### src/rtl/ysyx_24110006_mem_arbiter_if.sv
// Signal bundle between the IFU/LSU masters, the memory arbiter and the memory slave.
// No logic inside; all timing is set by the arbiter that drives the o_* members.
// Backpressure is carried by i_mem_ready (request accept) and i_mem_rvalid (response).
// Ports: modport master = arbiter view (drives grants, responses, memory request);
//        modport slave  = environment view (IFU/LSU masters and the memory slave).
interface ysyx_24110006_mem_arbiter_if;
  // IFU side
  logic        i_ifu_req;
  logic [31:0] i_ifu_addr;
  logic        o_ifu_gnt;
  logic        o_ifu_rvalid;
  logic [31:0] o_ifu_rdata;
  logic        o_ifu_err;
  // LSU side
  logic        i_lsu_req;
  logic        i_lsu_wen;
  logic [31:0] i_lsu_addr;
  logic [31:0] i_lsu_wdata;
  logic [3:0]  i_lsu_wmask;
  logic [2:0]  i_lsu_size;
  logic        o_lsu_gnt;
  logic        o_lsu_rvalid;
  logic [31:0] o_lsu_rdata;
  logic        o_lsu_err;
  // Memory side
  logic        o_mem_valid;
  logic        o_mem_wen;
  logic [31:0] o_mem_addr;
  logic [31:0] o_mem_wdata;
  logic [3:0]  o_mem_wmask;
  logic [2:0]  o_mem_size;
  logic        i_mem_ready;
  logic        i_mem_rvalid;
  logic [31:0] i_mem_rdata;
  logic        i_mem_err;
  // Status
  logic        o_busy;
  logic        o_owner;

  modport master (
    input  i_ifu_req, i_ifu_addr,
    output o_ifu_gnt, o_ifu_rvalid, o_ifu_rdata, o_ifu_err,
    input  i_lsu_req, i_lsu_wen, i_lsu_addr, i_lsu_wdata, i_lsu_wmask, i_lsu_size,
    output o_lsu_gnt, o_lsu_rvalid, o_lsu_rdata, o_lsu_err,
    output o_mem_valid, o_mem_wen, o_mem_addr, o_mem_wdata, o_mem_wmask, o_mem_size,
    input  i_mem_ready, i_mem_rvalid, i_mem_rdata, i_mem_err,
    output o_busy, o_owner
  );

  modport slave (
    output i_ifu_req, i_ifu_addr,
    input  o_ifu_gnt, o_ifu_rvalid, o_ifu_rdata, o_ifu_err,
    output i_lsu_req, i_lsu_wen, i_lsu_addr, i_lsu_wdata, i_lsu_wmask, i_lsu_size,
    input  o_lsu_gnt, o_lsu_rvalid, o_lsu_rdata, o_lsu_err,
    input  o_mem_valid, o_mem_wen, o_mem_addr, o_mem_wdata, o_mem_wmask, o_mem_size,
    output i_mem_ready, i_mem_rvalid, i_mem_rdata, i_mem_err,
    input  o_busy, o_owner
  );
endinterface

### src/rtl/ysyx_24110006_mem_arbiter.sv
// Two-master (IFU/LSU) memory arbiter, one outstanding transaction, round-robin on ties.
// Latency: req -> gnt/o_mem_valid +1 cycle; mem rvalid -> master rvalid +1 cycle (min 3 total).
// Backpressure: o_mem_valid held until i_mem_ready; requests outside IDLE are ignored, not queued.
// Ports: i_clock, i_reset (async, active-high), bus (ysyx_24110006_mem_arbiter_if.master).
module ysyx_24110006_mem_arbiter #(
  parameter int TIMEOUT = 255  // RESP cycles before a forced error response; 0 disables
) (
  input logic                         i_clock,
  input logic                         i_reset,
  ysyx_24110006_mem_arbiter_if.master bus
);

  typedef enum logic [1:0] {
    IDLE = 2'd0,
    REQ  = 2'd1,
    RESP = 2'd2
  } state_t;

  typedef struct packed {
    logic        wen;
    logic [31:0] addr;
    logic [31:0] wdata;
    logic [3:0]  wmask;
    logic [2:0]  size;
  } mem_req_t;

  localparam logic [15:0] TIMEOUT_CNT = 16'(TIMEOUT);

  state_t      state, state_nxt;
  logic        owner;       // 0 = IFU, 1 = LSU; doubles as last owner for round-robin
  mem_req_t    payload;
  logic [15:0] resp_cnt;

  logic        ifu_gnt_q, lsu_gnt_q;
  logic        ifu_rvalid_q, lsu_rvalid_q;
  logic        ifu_err_q, lsu_err_q;
  logic [31:0] ifu_rdata_q, lsu_rdata_q;

  logic        any_req, pick_lsu, accept;
  logic        timed_out, resp_done, resp_err;
  logic [31:0] resp_rdata;

  // Arbitration and response qualification.
  always_comb begin
    any_req   = bus.i_ifu_req | bus.i_lsu_req;
    // On a tie, the master that did not own the previous transaction wins.
    pick_lsu  = bus.i_lsu_req & (~bus.i_ifu_req | ~owner);
    accept    = (state == IDLE) & any_req;
    // A real response in the same cycle as the timeout takes priority.
    timed_out = (state == RESP) & ~bus.i_mem_rvalid & (TIMEOUT_CNT != 16'd0)
              & (resp_cnt == TIMEOUT_CNT);
    resp_done = ((state == RESP) & bus.i_mem_rvalid) | timed_out;
    resp_rdata = timed_out ? 32'd0 : bus.i_mem_rdata;
    resp_err   = timed_out ? 1'b1 : bus.i_mem_err;
  end

  // State register.
  always_ff @(posedge i_clock or posedge i_reset) begin
    if (i_reset) begin
      state <= IDLE;
    end else begin
      state <= state_nxt;
    end
  end

  // Next-state logic.
  always_comb begin
    state_nxt = state;
    case (state)
      IDLE:    if (any_req) state_nxt = REQ;
      REQ:     if (bus.i_mem_ready) state_nxt = RESP;
      RESP:    if (resp_done) state_nxt = IDLE;
      default: state_nxt = IDLE;
    endcase
  end

  // Outputs: memory strobe and busy decode from state, everything else is registered.
  always_comb begin
    bus.o_mem_valid  = (state == REQ);
    bus.o_busy       = (state != IDLE);
    bus.o_owner      = owner;
    bus.o_mem_wen    = payload.wen;
    bus.o_mem_addr   = payload.addr;
    bus.o_mem_wdata  = payload.wdata;
    bus.o_mem_wmask  = payload.wmask;
    bus.o_mem_size   = payload.size;
    bus.o_ifu_gnt    = ifu_gnt_q;
    bus.o_ifu_rvalid = ifu_rvalid_q;
    bus.o_ifu_rdata  = ifu_rdata_q;
    bus.o_ifu_err    = ifu_err_q;
    bus.o_lsu_gnt    = lsu_gnt_q;
    bus.o_lsu_rvalid = lsu_rvalid_q;
    bus.o_lsu_rdata  = lsu_rdata_q;
    bus.o_lsu_err    = lsu_err_q;
  end

  // Owner, payload latch, timeout counter and one-cycle grant/response pulses.
  always_ff @(posedge i_clock or posedge i_reset) begin
    if (i_reset) begin
      owner        <= 1'b0;
      payload      <= '0;
      resp_cnt     <= 16'd0;
      ifu_gnt_q    <= 1'b0;
      lsu_gnt_q    <= 1'b0;
      ifu_rvalid_q <= 1'b0;
      lsu_rvalid_q <= 1'b0;
      ifu_err_q    <= 1'b0;
      lsu_err_q    <= 1'b0;
      ifu_rdata_q  <= 32'd0;
      lsu_rdata_q  <= 32'd0;
    end else begin
      // Pulses default low; rdata/err are zero whenever rvalid is.
      ifu_gnt_q    <= 1'b0;
      lsu_gnt_q    <= 1'b0;
      ifu_rvalid_q <= 1'b0;
      lsu_rvalid_q <= 1'b0;
      ifu_err_q    <= 1'b0;
      lsu_err_q    <= 1'b0;
      ifu_rdata_q  <= 32'd0;
      lsu_rdata_q  <= 32'd0;

      if (accept) begin
        owner     <= pick_lsu;
        ifu_gnt_q <= ~pick_lsu;
        lsu_gnt_q <= pick_lsu;
        if (pick_lsu) begin
          payload <= '{wen:   bus.i_lsu_wen,
                       addr:  bus.i_lsu_addr,
                       wdata: bus.i_lsu_wdata,
                       wmask: bus.i_lsu_wmask,
                       size:  bus.i_lsu_size};
        end else begin
          // Fetches are always aligned word reads.
          payload <= '{wen:   1'b0,
                       addr:  bus.i_ifu_addr,
                       wdata: 32'd0,
                       wmask: 4'd0,
                       size:  3'b010};
        end
      end

      if ((state == REQ) && bus.i_mem_ready) begin
        resp_cnt <= 16'd0;
      end else if ((state == RESP) && !resp_done) begin
        resp_cnt <= resp_cnt + 16'd1;
      end

      if (resp_done) begin
        ifu_rvalid_q <= ~owner;
        lsu_rvalid_q <= owner;
        ifu_rdata_q  <= owner ? 32'd0 : resp_rdata;
        lsu_rdata_q  <= owner ? resp_rdata : 32'd0;
        ifu_err_q    <= ~owner & resp_err;
        lsu_err_q    <= owner & resp_err;
      end
    end
  end

endmodule

### src/flat_wrapper.sv
// flat-port wrapper written by rule: the top's interface ports become plain ports
module ysyx_24110006_mem_arbiter_flat 
#(
  parameter int TIMEOUT = 255                                                           
)
  (i_clock, i_reset, bus_i_ifu_req, bus_i_ifu_addr, bus_o_ifu_gnt, bus_o_ifu_rvalid, bus_o_ifu_rdata, bus_o_ifu_err, bus_i_lsu_req, bus_i_lsu_wen, bus_i_lsu_addr, bus_i_lsu_wdata, bus_i_lsu_wmask, bus_i_lsu_size, bus_o_lsu_gnt, bus_o_lsu_rvalid, bus_o_lsu_rdata, bus_o_lsu_err, bus_o_mem_valid, bus_o_mem_wen, bus_o_mem_addr, bus_o_mem_wdata, bus_o_mem_wmask, bus_o_mem_size, bus_i_mem_ready, bus_i_mem_rvalid, bus_i_mem_rdata, bus_i_mem_err, bus_o_busy, bus_o_owner);
  ysyx_24110006_mem_arbiter_if bus_i ();
  input logic i_clock;
  input logic i_reset;
  input wire logic [$bits(bus_i.i_ifu_req)-1:0] bus_i_ifu_req;
  input wire logic [$bits(bus_i.i_ifu_addr)-1:0] bus_i_ifu_addr;
  output wire logic [$bits(bus_i.o_ifu_gnt)-1:0] bus_o_ifu_gnt;
  output wire logic [$bits(bus_i.o_ifu_rvalid)-1:0] bus_o_ifu_rvalid;
  output wire logic [$bits(bus_i.o_ifu_rdata)-1:0] bus_o_ifu_rdata;
  output wire logic [$bits(bus_i.o_ifu_err)-1:0] bus_o_ifu_err;
  input wire logic [$bits(bus_i.i_lsu_req)-1:0] bus_i_lsu_req;
  input wire logic [$bits(bus_i.i_lsu_wen)-1:0] bus_i_lsu_wen;
  input wire logic [$bits(bus_i.i_lsu_addr)-1:0] bus_i_lsu_addr;
  input wire logic [$bits(bus_i.i_lsu_wdata)-1:0] bus_i_lsu_wdata;
  input wire logic [$bits(bus_i.i_lsu_wmask)-1:0] bus_i_lsu_wmask;
  input wire logic [$bits(bus_i.i_lsu_size)-1:0] bus_i_lsu_size;
  output wire logic [$bits(bus_i.o_lsu_gnt)-1:0] bus_o_lsu_gnt;
  output wire logic [$bits(bus_i.o_lsu_rvalid)-1:0] bus_o_lsu_rvalid;
  output wire logic [$bits(bus_i.o_lsu_rdata)-1:0] bus_o_lsu_rdata;
  output wire logic [$bits(bus_i.o_lsu_err)-1:0] bus_o_lsu_err;
  output wire logic [$bits(bus_i.o_mem_valid)-1:0] bus_o_mem_valid;
  output wire logic [$bits(bus_i.o_mem_wen)-1:0] bus_o_mem_wen;
  output wire logic [$bits(bus_i.o_mem_addr)-1:0] bus_o_mem_addr;
  output wire logic [$bits(bus_i.o_mem_wdata)-1:0] bus_o_mem_wdata;
  output wire logic [$bits(bus_i.o_mem_wmask)-1:0] bus_o_mem_wmask;
  output wire logic [$bits(bus_i.o_mem_size)-1:0] bus_o_mem_size;
  input wire logic [$bits(bus_i.i_mem_ready)-1:0] bus_i_mem_ready;
  input wire logic [$bits(bus_i.i_mem_rvalid)-1:0] bus_i_mem_rvalid;
  input wire logic [$bits(bus_i.i_mem_rdata)-1:0] bus_i_mem_rdata;
  input wire logic [$bits(bus_i.i_mem_err)-1:0] bus_i_mem_err;
  output wire logic [$bits(bus_i.o_busy)-1:0] bus_o_busy;
  output wire logic [$bits(bus_i.o_owner)-1:0] bus_o_owner;
  assign bus_i.i_ifu_req = bus_i_ifu_req;
  assign bus_i.i_ifu_addr = bus_i_ifu_addr;
  assign bus_o_ifu_gnt = bus_i.o_ifu_gnt;
  assign bus_o_ifu_rvalid = bus_i.o_ifu_rvalid;
  assign bus_o_ifu_rdata = bus_i.o_ifu_rdata;
  assign bus_o_ifu_err = bus_i.o_ifu_err;
  assign bus_i.i_lsu_req = bus_i_lsu_req;
  assign bus_i.i_lsu_wen = bus_i_lsu_wen;
  assign bus_i.i_lsu_addr = bus_i_lsu_addr;
  assign bus_i.i_lsu_wdata = bus_i_lsu_wdata;
  assign bus_i.i_lsu_wmask = bus_i_lsu_wmask;
  assign bus_i.i_lsu_size = bus_i_lsu_size;
  assign bus_o_lsu_gnt = bus_i.o_lsu_gnt;
  assign bus_o_lsu_rvalid = bus_i.o_lsu_rvalid;
  assign bus_o_lsu_rdata = bus_i.o_lsu_rdata;
  assign bus_o_lsu_err = bus_i.o_lsu_err;
  assign bus_o_mem_valid = bus_i.o_mem_valid;
  assign bus_o_mem_wen = bus_i.o_mem_wen;
  assign bus_o_mem_addr = bus_i.o_mem_addr;
  assign bus_o_mem_wdata = bus_i.o_mem_wdata;
  assign bus_o_mem_wmask = bus_i.o_mem_wmask;
  assign bus_o_mem_size = bus_i.o_mem_size;
  assign bus_i.i_mem_ready = bus_i_mem_ready;
  assign bus_i.i_mem_rvalid = bus_i_mem_rvalid;
  assign bus_i.i_mem_rdata = bus_i_mem_rdata;
  assign bus_i.i_mem_err = bus_i_mem_err;
  assign bus_o_busy = bus_i.o_busy;
  assign bus_o_owner = bus_i.o_owner;
  ysyx_24110006_mem_arbiter #(.TIMEOUT(TIMEOUT)) u_core (.i_clock(i_clock), .i_reset(i_reset), .bus(bus_i));
endmodule
### config.mk
export PLATFORM = sky130hd
export DESIGN_NAME = ysyx_24110006_mem_arbiter_flat
export DESIGN_NICKNAME = d
export VERILOG_FILES = /design/src/rtl/ysyx_24110006_mem_arbiter_if.sv /design/src/rtl/ysyx_24110006_mem_arbiter.sv /design/src/flat_wrapper.sv
export SDC_FILE = /design/constraint.sdc
export NUM_CORES = 1
export LEC_CHECK = 0
export BUFFER_PORTS_ARGS = -buffer_cell sky130_fd_sc_hd__buf_2
export CAP_MARGIN = 15
export CELL_PAD_IN_SITES_DETAIL_PLACEMENT = 0
export CELL_PAD_IN_SITES_GLOBAL_PLACEMENT = 1
export CORE_MARGIN = 2
export CORE_UTILIZATION = 37
export DETAILED_ROUTE_END_ITERATION = 10
export GPL_TIMING_DRIVEN = 0
export PLACE_DENSITY_LB_ADDON = 0.3
export SYNTH_ARGS = -nofsm -noshare
export SYNTH_HDL_FRONTEND = slang
export SYNTH_SLANG_ARGS = --single-unit
### constraint.sdc
create_clock -name i_clock -period 7.8 [get_ports i_clock]
set_input_delay 1.17 -clock i_clock [delete_from_list [all_inputs] [get_ports i_clock]]
set_output_delay 1.17 -clock i_clock [all_outputs]
set_load 0.03 [all_outputs]
# Yosys cells after proc, flatten, opt, wreduce, memory -nomap -nowiden

Index checks and enable logic that the tools add are counted.

Bits in registers: 161
Word-level logic and storage cells: 63

$add $sub $neg: 1
Eq/ne operators: 6
Multiplexer cells: 19
Bitwise operators: 14
Reductions and logical operators: 7

Operators by type and width:

| cell                                            | count |
|---|---|
| two-way mux 32 bit                              | 5 |
| two-way mux 72 bit                              | 1 |
| two-way mux 16 bit                              | 2 |
| adder 16 x 1 -> 16 bit (second input constant)  | 1 |
| == test 16 x 8 -> 1 bit (second input constant) | 1 |
| AND 1 bit                                       | 7 |
| two-way mux 1 bit                               | 7 |
| two-way mux 2 bit                               | 3 |
| != test 2 x 1 -> 1 bit (second input constant)  | 3 |
| case mux 2 bit (3 select lines)                 | 1 |
| inverter 1 bit                                  | 4 |
| nonzero test 2 bit                              | 2 |
| bitwise OR 1 bit                                | 3 |
| AND reduction 3 bit                             | 1 |
| == test 2 x 1 -> 1 bit (second input constant)  | 1 |
| == test 2 bit (second input constant)           | 1 |
| logical AND 1 bit                               | 2 |
| logical NOT 2 bit                               | 1 |
| logical NOT 1 bit                               | 1 |

# Depth between registers and ports, before layout

Gate-level depths: netlist (run 1).

Depth after elaboration: 8
Gate-level depth with buffers: 7
Depth with buffers taken out: 5

# Least setup slack after synthesis (run 1)

No wires, ideal clock.

Kind: input -> register
Start: input port bus_i_mem_rvalid
End: register u_core.resp_cnt[13]
Library setup time: 0.066 ns
Data arrival time: 2.643 ns
Slack: 5.091 ns
Stages: 4
Buffers on the path: 0
Cells stage by stage: or3b_1 or4_4 or4_1 nand2_1

Longest elaborated chain between the ends: 7
Elaborated cells between the ends (all ways): 8

RTL lines:

| element                               | line                             | RTL |
|---|---|---|
| start, declared                       | flat_wrapper.sv:33               | `input wire logic [$bits(bus_i.i_mem_rvalid)-1:0] bus_i_mem_rvalid;` |
| inverter 1 bit                        | ysyx_24110006_mem_arbiter.sv:50  | `timed_out = (state == RESP) & ~bus.i_mem_rvalid & (TIMEOUT_CNT != 16'd0)` |
| AND 1 bit                             | ysyx_24110006_mem_arbiter.sv:50  |  |
| AND 1 bit                             | ysyx_24110006_mem_arbiter.sv:51  | `& (resp_cnt == TIMEOUT_CNT);` |
| bitwise OR 1 bit *                    | ysyx_24110006_mem_arbiter.sv:52  | `resp_done = ((state == RESP) & bus.i_mem_rvalid) \| timed_out;` |
| logical NOT 1 bit *                   | ysyx_24110006_mem_arbiter.sv:144 | `end else if ((state == RESP) && !resp_done) begin` |
| logical AND 1 bit *                   | ysyx_24110006_mem_arbiter.sv:144 |  |
| nonzero test 2 bit (no source line) * | -                                |  |
| end signal, assigned                  | ysyx_24110006_mem_arbiter.sv:145 | `resp_cnt <= resp_cnt + 16'd1;` |
| end, declared                         | ysyx_24110006_mem_arbiter.sv:32  | `logic [15:0] resp_cnt;` |

Mark *: on every way between the ends. The rest lies on a longest branch, timed or not.
A chain may end at the register's enable or synchronous reset.

# Final worst setup path (run 1)

Start: input port bus_i_mem_rvalid
End: register u_core.resp_cnt[14]

The elaborated chain is that of the path after synthesis.

==> results.toml, run 1 <==
[power_and_ir_drop]
p_clk_frac = 0.267
p_sw_mw = 1.22
power_leakage_nw = 4.58
seq_power_share = 0.365
powerDensity_nw_per_um2 = 376
peakVddDrop_mv = 0.160
p_comb_frac = 0.368
swShare = 0.392
p_int_mw = 1.89

[floorplan]
core_area_um2 = 15800
fp.dieW_um = 131
fp-row-count = 46
dieHeight_um = 131
num_io_pins = 288
die_area_um2 = 17100
start_util = 0.376

[critical_path]
cp_slowest_cell = "or4_1"
r2r_slack_ns = 5.65
path_max_fanout = 8
crit_path_start_kind = "input port"
worstPathRequired_ns = 8.13
path_buf_inv = 1
worstSetupEndpointType = "flip-flop"
max_stage_delay_ns = 0.59
cp_top_family = "simple AND/OR/NAND/NOR gates"
worstSetupPathType = "in -> reg"
crit_arrival_ns = 2.86
cp_cell_sequence = "buf_2 -> nor3b_1 -> nand3_1 -> or4_1 -> a21oi_1"

[layout]
area_growth_pct = 39.2
layout-drive-gt1-share = 0.409
multi_input_comb_area_um2 = 1640
regArea_um2 = 4030
n_fill_cell = 1449
fin_nets = 913
final_common_cell = "buf_2"
diodes = 0
layout_common_cells = "buf_2 (287), dfrtp_1 (161), and2_1 (62)"

[synth]
syn_inst = 462
synth_area_um2 = 5930
syn_area_per_cell_um2 = 12.8
yosys_warnings = 0
yosys.cell_types.count = 36
syn-num-nets = 606
yosysSeqAreaShare = 0.679
yosys_register_bits = 161

[cts]
cts_hold_buf = 0
htreeDepth = 4
ctsResizeCount = 0
cts_tree = "built"
post-cts-setup-buffers = 0
numCtsBuffers = 17
clock-sinks = 161
clk_path_buf_depth = 2
clk_pin_slew_ns = 0.06
cts-root-buf = "clkbuf_16"
insertion_delay_ns = 0.42

[grt]
antenna_found_initial = 1
grt_pass1_wl_um = 25400
globalRouteOverflowTotal = 0
grt_max_degree = 83
grt.total_usage = 0.197
grt_pass1_vias = 4898

[route]
wl_met2_um = 8530
vias = 4914
wl_met1_um = 6610
top_layer = "met5"
drtPass1Iterations = 5
drc = 0
dr_wl_met3_um = 1740
wl_per_cell_um = 17.2
drt.antenna.violating_nets = 0
avgViaCountPerCell = 4.92
drtIter0Drc = 375
drt-total-wl_um = 17200

[hold_path]
hold_class = "reg -> reg"

[timing]
hold_ws_ns = 0.499
max_slew.worst_pin.slew_ns = 0.728
rsz0062_at_grt = "false"
post-route-min-period_ns = 2.53
finalSetupTns_ns = 0
min_period_over_period = 0.325
slew_headroom = 0.514
setup_viol = 0
finalHoldViolCount = 0
final_max_slew_viol_count = 0
finClkSkew_ns = 0.00873
max_freq_mhz = 395

[place]
place.gp.congestion = 0.786
dp_hpwl_um = 12700
port_buffers = 287

[job]
drv_cap = 0

[run_status]
status = "finished, final reports clean"
-- routing by layer --
layer  vias up  GRT usage
met5         -          0
met1      2401      0.224
met4         2     0.0726
li1       2261          -
met3        28     0.0782
met2       222      0.336
-- worst paths after layout --
check                                               start                        end  depth (start not counted)
worst max-delay path                     bus_i_mem_rvalid        u_core.resp_cnt[14]                          5
worst min-delay path            u_core.bus.o_mem_wdata[4]  u_core.bus.o_mem_wdata[4]                          1
worst max register to register         u_core.resp_cnt[8]       u_core.bus.o_ifu_err                          6
worst min register to register  u_core.bus.o_mem_wdata[4]  u_core.bus.o_mem_wdata[4]                          1
max in group asynchronous                         i_reset  u_core.bus.o_mem_addr[28]                          3
min in group asynchronous                         i_reset  u_core.bus.o_lsu_rdata[5]                          2
-- sequential cells by signal (all words and copies together) (netlist names) --
signal,flops
u_core.bus.o_ifu_err,1
u_core.bus.o_ifu_gnt,1
u_core.bus.o_ifu_rdata,32
u_core.bus.o_ifu_rvalid,1
u_core.bus.o_lsu_err,1
u_core.bus.o_lsu_gnt,1
u_core.bus.o_lsu_rdata,32
u_core.bus.o_lsu_rvalid,1
u_core.bus.o_mem_addr,32
u_core.bus.o_mem_size,3
u_core.bus.o_mem_wdata,32
u_core.bus.o_mem_wen,1
u_core.bus.o_mem_wmask,4
u_core.bus.o_owner,1
u_core.resp_cnt,16
u_core.state,2
-- cell usage after synthesis --
cell        n  area share
dfrtp_1   161        0.68
and2_1     62       0.065
inv_1      40       0.025
a22o_1     39       0.058
a222oi_1   32       0.054
clkbuf_1   27       0.017
nor2_1     14      0.0089
nand2_1    12      0.0076
a21oi_1     8      0.0068
o31ai_1     8       0.010
nand3_1     7      0.0059
or4_1       6      0.0076
o211ai_1    5      0.0063
nand2b_1    4      0.0042
nand4_1     4      0.0042
nor4_1      4      0.0042
o21ai_1     4      0.0034
and3_1      3      0.0032
buf_1       3      0.0019
and4_1      2      0.0030
xnor2_1     2      0.0030
a21o_1      1      0.0013
a22oi_1     1      0.0013
a31o_1      1      0.0015
and3b_1     1      0.0015
ha_1        1      0.0021
mux2i_1     1      0.0017
nand4b_1    1      0.0015
nor2b_1     1      0.0011
nor3b_1     1      0.0013
o21ai_0     1     0.00084
o41ai_1     1      0.0015
or2_1       1      0.0011
or3_1       1      0.0011
or3b_1      1      0.0015
or4_4       1      0.0019
-- per-stage QoR --
step	std cells	setup WS [ns]	power [mW]	utilization	area (µm²)
final	998	5.27	3.10	0.523	8260
after global routing	998	5.18	3.26	0.523	8260
after CTS	998	5.26	3.13	0.523	8260
after detailed placement	966	4.86	2.29	0.486	7670
after global placement	965	0.756	2.27	0.484	7640
after floorplan	462	2.28	1.90	-	5930
-- logic make-up after synthesis --
group                      Yosys count  share of synthesized area
DFF                                161                      0.679
buffers and inverters               70                     0.0443
AOI/OAI and AO/OA                  101                      0.145
adders and majority gates            1                    0.00211
xor gates and xnor gates             2                    0.00295
muxes                                1                    0.00169
and+or+nand+nor                    126                      0.125
-- cell type report --
cell class                      count  area share
Sequential cell                   161       0.488
Multi-Input combinational cell    231       0.198
Timing Repair Buffer              288       0.177
Clock buffer                       21      0.0558
Tap cell                          216      0.0327
Inverter                           40      0.0188
Clock inverter                     11      0.0153
Buffer                             30      0.0136
-- power by group through the flow --
stage / Clock (mW) / Combinational, mW / Sequential, mW
finish: 0.827 / 1.14 / 1.13
global route: 0.885 / 1.22 / 1.15
CTS: 0.843 / 1.16 / 1.13
detailed placement: 0 / 1.15 / 1.15
global placement: 0 / 1.13 / 1.14
floorplan: 0 / 0.393 / 1.51
Power figures use the tool's default switching activity.
==> inputs of run 2 (changes only) <==
Settings changed: CORE_UTILIZATION 37 to 35.
Clock period 7.8 ns to 2.42 ns, I/O delays scaled along.
==> results.toml, run 2 (synthesized netlist as in run 1, its figures left out) <==
[place]
post_dp_cell_area_um2 = 7700
place.gp.congestion = 0.834
pre_cts_ws_ns = 0.283
dp.cells = 972
dp_hpwl_um = 12900
port_buffers = 287

[route]
drt.antenna.violating_nets = 0
drc = 0
drt-total-wl_um = 17000
wl_per_cell_um = 16.9
drtPass1Iterations = 7
avgViaCountPerCell = 4.90
drtIter0Drc = 320
vias = 4919

[layout]
finalNonFillerCells = 1004
area_growth_pct = 39.1
diodes = 0
layout-drive-gt1-share = 0.412
layout_common_cells = "buf_2 (287), dfrtp_1 (161), and2_1 (62)"
fin_nets = 915
final_area_um2 = 8250
final_common_cell = "buf_2"

[timing]
finalHoldViolCount = 0
max_slew.worst_pin.slew_ns = 0.854
setup_ws_ns = 0.289
final_max_slew_viol_count = 0
slew_headroom = 0.429
setup_viol = 0
post-route-min-period_ns = 2.13
rsz0062_at_grt = "false"
finalSetupTns_ns = 0
finClkSkew_ns = 0.00780
min_period_over_period = 0.881
max_freq_mhz = 469

[cts]
cts_tree = "built"
ctsResizeCount = 0
numCtsBuffers = 17
clk_path_buf_depth = 2
cts-root-buf = "clkbuf_16"
cts_hold_buf = 0
clock-sinks = 161
insertion_delay_ns = 0.43
htreeDepth = 4
clk_pin_slew_ns = 0.07
post-cts-setup-buffers = 0

[critical_path]
crit_arrival_ns = 2.49
worstPathRequired_ns = 2.78
path_max_fanout = 10
cp_cell_sequence = "nor2_1 -> and3_1 -> clkbuf_1 -> buf_1 -> a222oi_1 -> inv_1"
max_stage_delay_ns = 0.44
crit_path_start_kind = "flip-flop"
cp_slowest_cell = "buf_1"
worstSetupPathType = "reg -> reg"
worstSetupEndpointType = "flip-flop"
cp_top_family = "buffers and inverters"
path_buf_inv = 3

[power_and_ir_drop]
powerDensity_nw_per_um2 = 1190
power_leakage_nw = 4.57
power_mw = 9.80
peakVddDrop_mv = 0.533

[floorplan]
num_io_pins = 288
fp.dieW_um = 134
fp-row-count = 47
dieHeight_um = 134
core_area_um2 = 16600
start_util = 0.358
die_area_um2 = 18000

[grt]
grt_pass1_wl_um = 26600
antenna_found_initial = 0
grt.total_usage = 0.190
grt_pass1_vias = 5173
globalRouteOverflowTotal = 0
grt_max_degree = 45

[hold_path]
hold_class = "in -> async"

[run_status]
status = "finished, final reports clean"

[job]
drv_cap = 0
-- run 2: area by class of cell --
class / count / area, µm²
Multi-Input combinational cell: 231 / 1640
Timing Repair Buffer: 290 / 1500
Sequential cell: 161 / 4030
Inverter: 40 / 154
Clock buffer: 19 / 443
Clock inverter: 13 / 103
Tap cell: 220 / 275
Fill cell: 1569 / 8330
Buffer: 30 / 113
-- run 2: final timing paths --
check / end / cells past startpoint / startpoint / slack, ns
min in group i_clock: u_core.bus.o_mem_addr[22] / 3 / bus_i_ifu_addr[22] / 0.14
setup / recovery: u_core.bus.o_mem_addr[7] / 6 / u_core.state[0] / 0.29
hold / removal: u_core.bus.o_ifu_rdata[25] / 2 / i_reset / 0.1
hold reg to reg: u_core.bus.o_mem_addr[12] / 2 / u_core.bus.o_mem_addr[12] / 0.50
setup reg to reg: u_core.bus.o_mem_addr[7] / 6 / u_core.state[0] / 0.29
max in group asynchronous: u_core.bus.o_mem_wdata[27] / 4 / i_reset / 1.37
-- run 2: per-layer routing --
layer,routed length [µm],part of all wire,global-route usage
met1,6550,0.39,0.218
met4,238,0.014,0.0497
met5,0,0,0
met2,8300,0.49,0.321
met3,1880,0.11,0.0907
-- run 2: power by group --
group	internal [mW]	switching [mW]	total (mW)
clock network	1.36	1.15	2.51
registers	3.33	0.345	3.67
logic	1.17	2.44	3.62
-- run 2: metrics by stage --
step / utilization / hold slack, ns
floorplan: - / 0.471
global route: 0.498 / 0.138
detailed placement: 0.465 / 0.485
global placement: 0.461 / 0.483
CTS: 0.498 / 0.109
finish: 0.498 / 0.0988
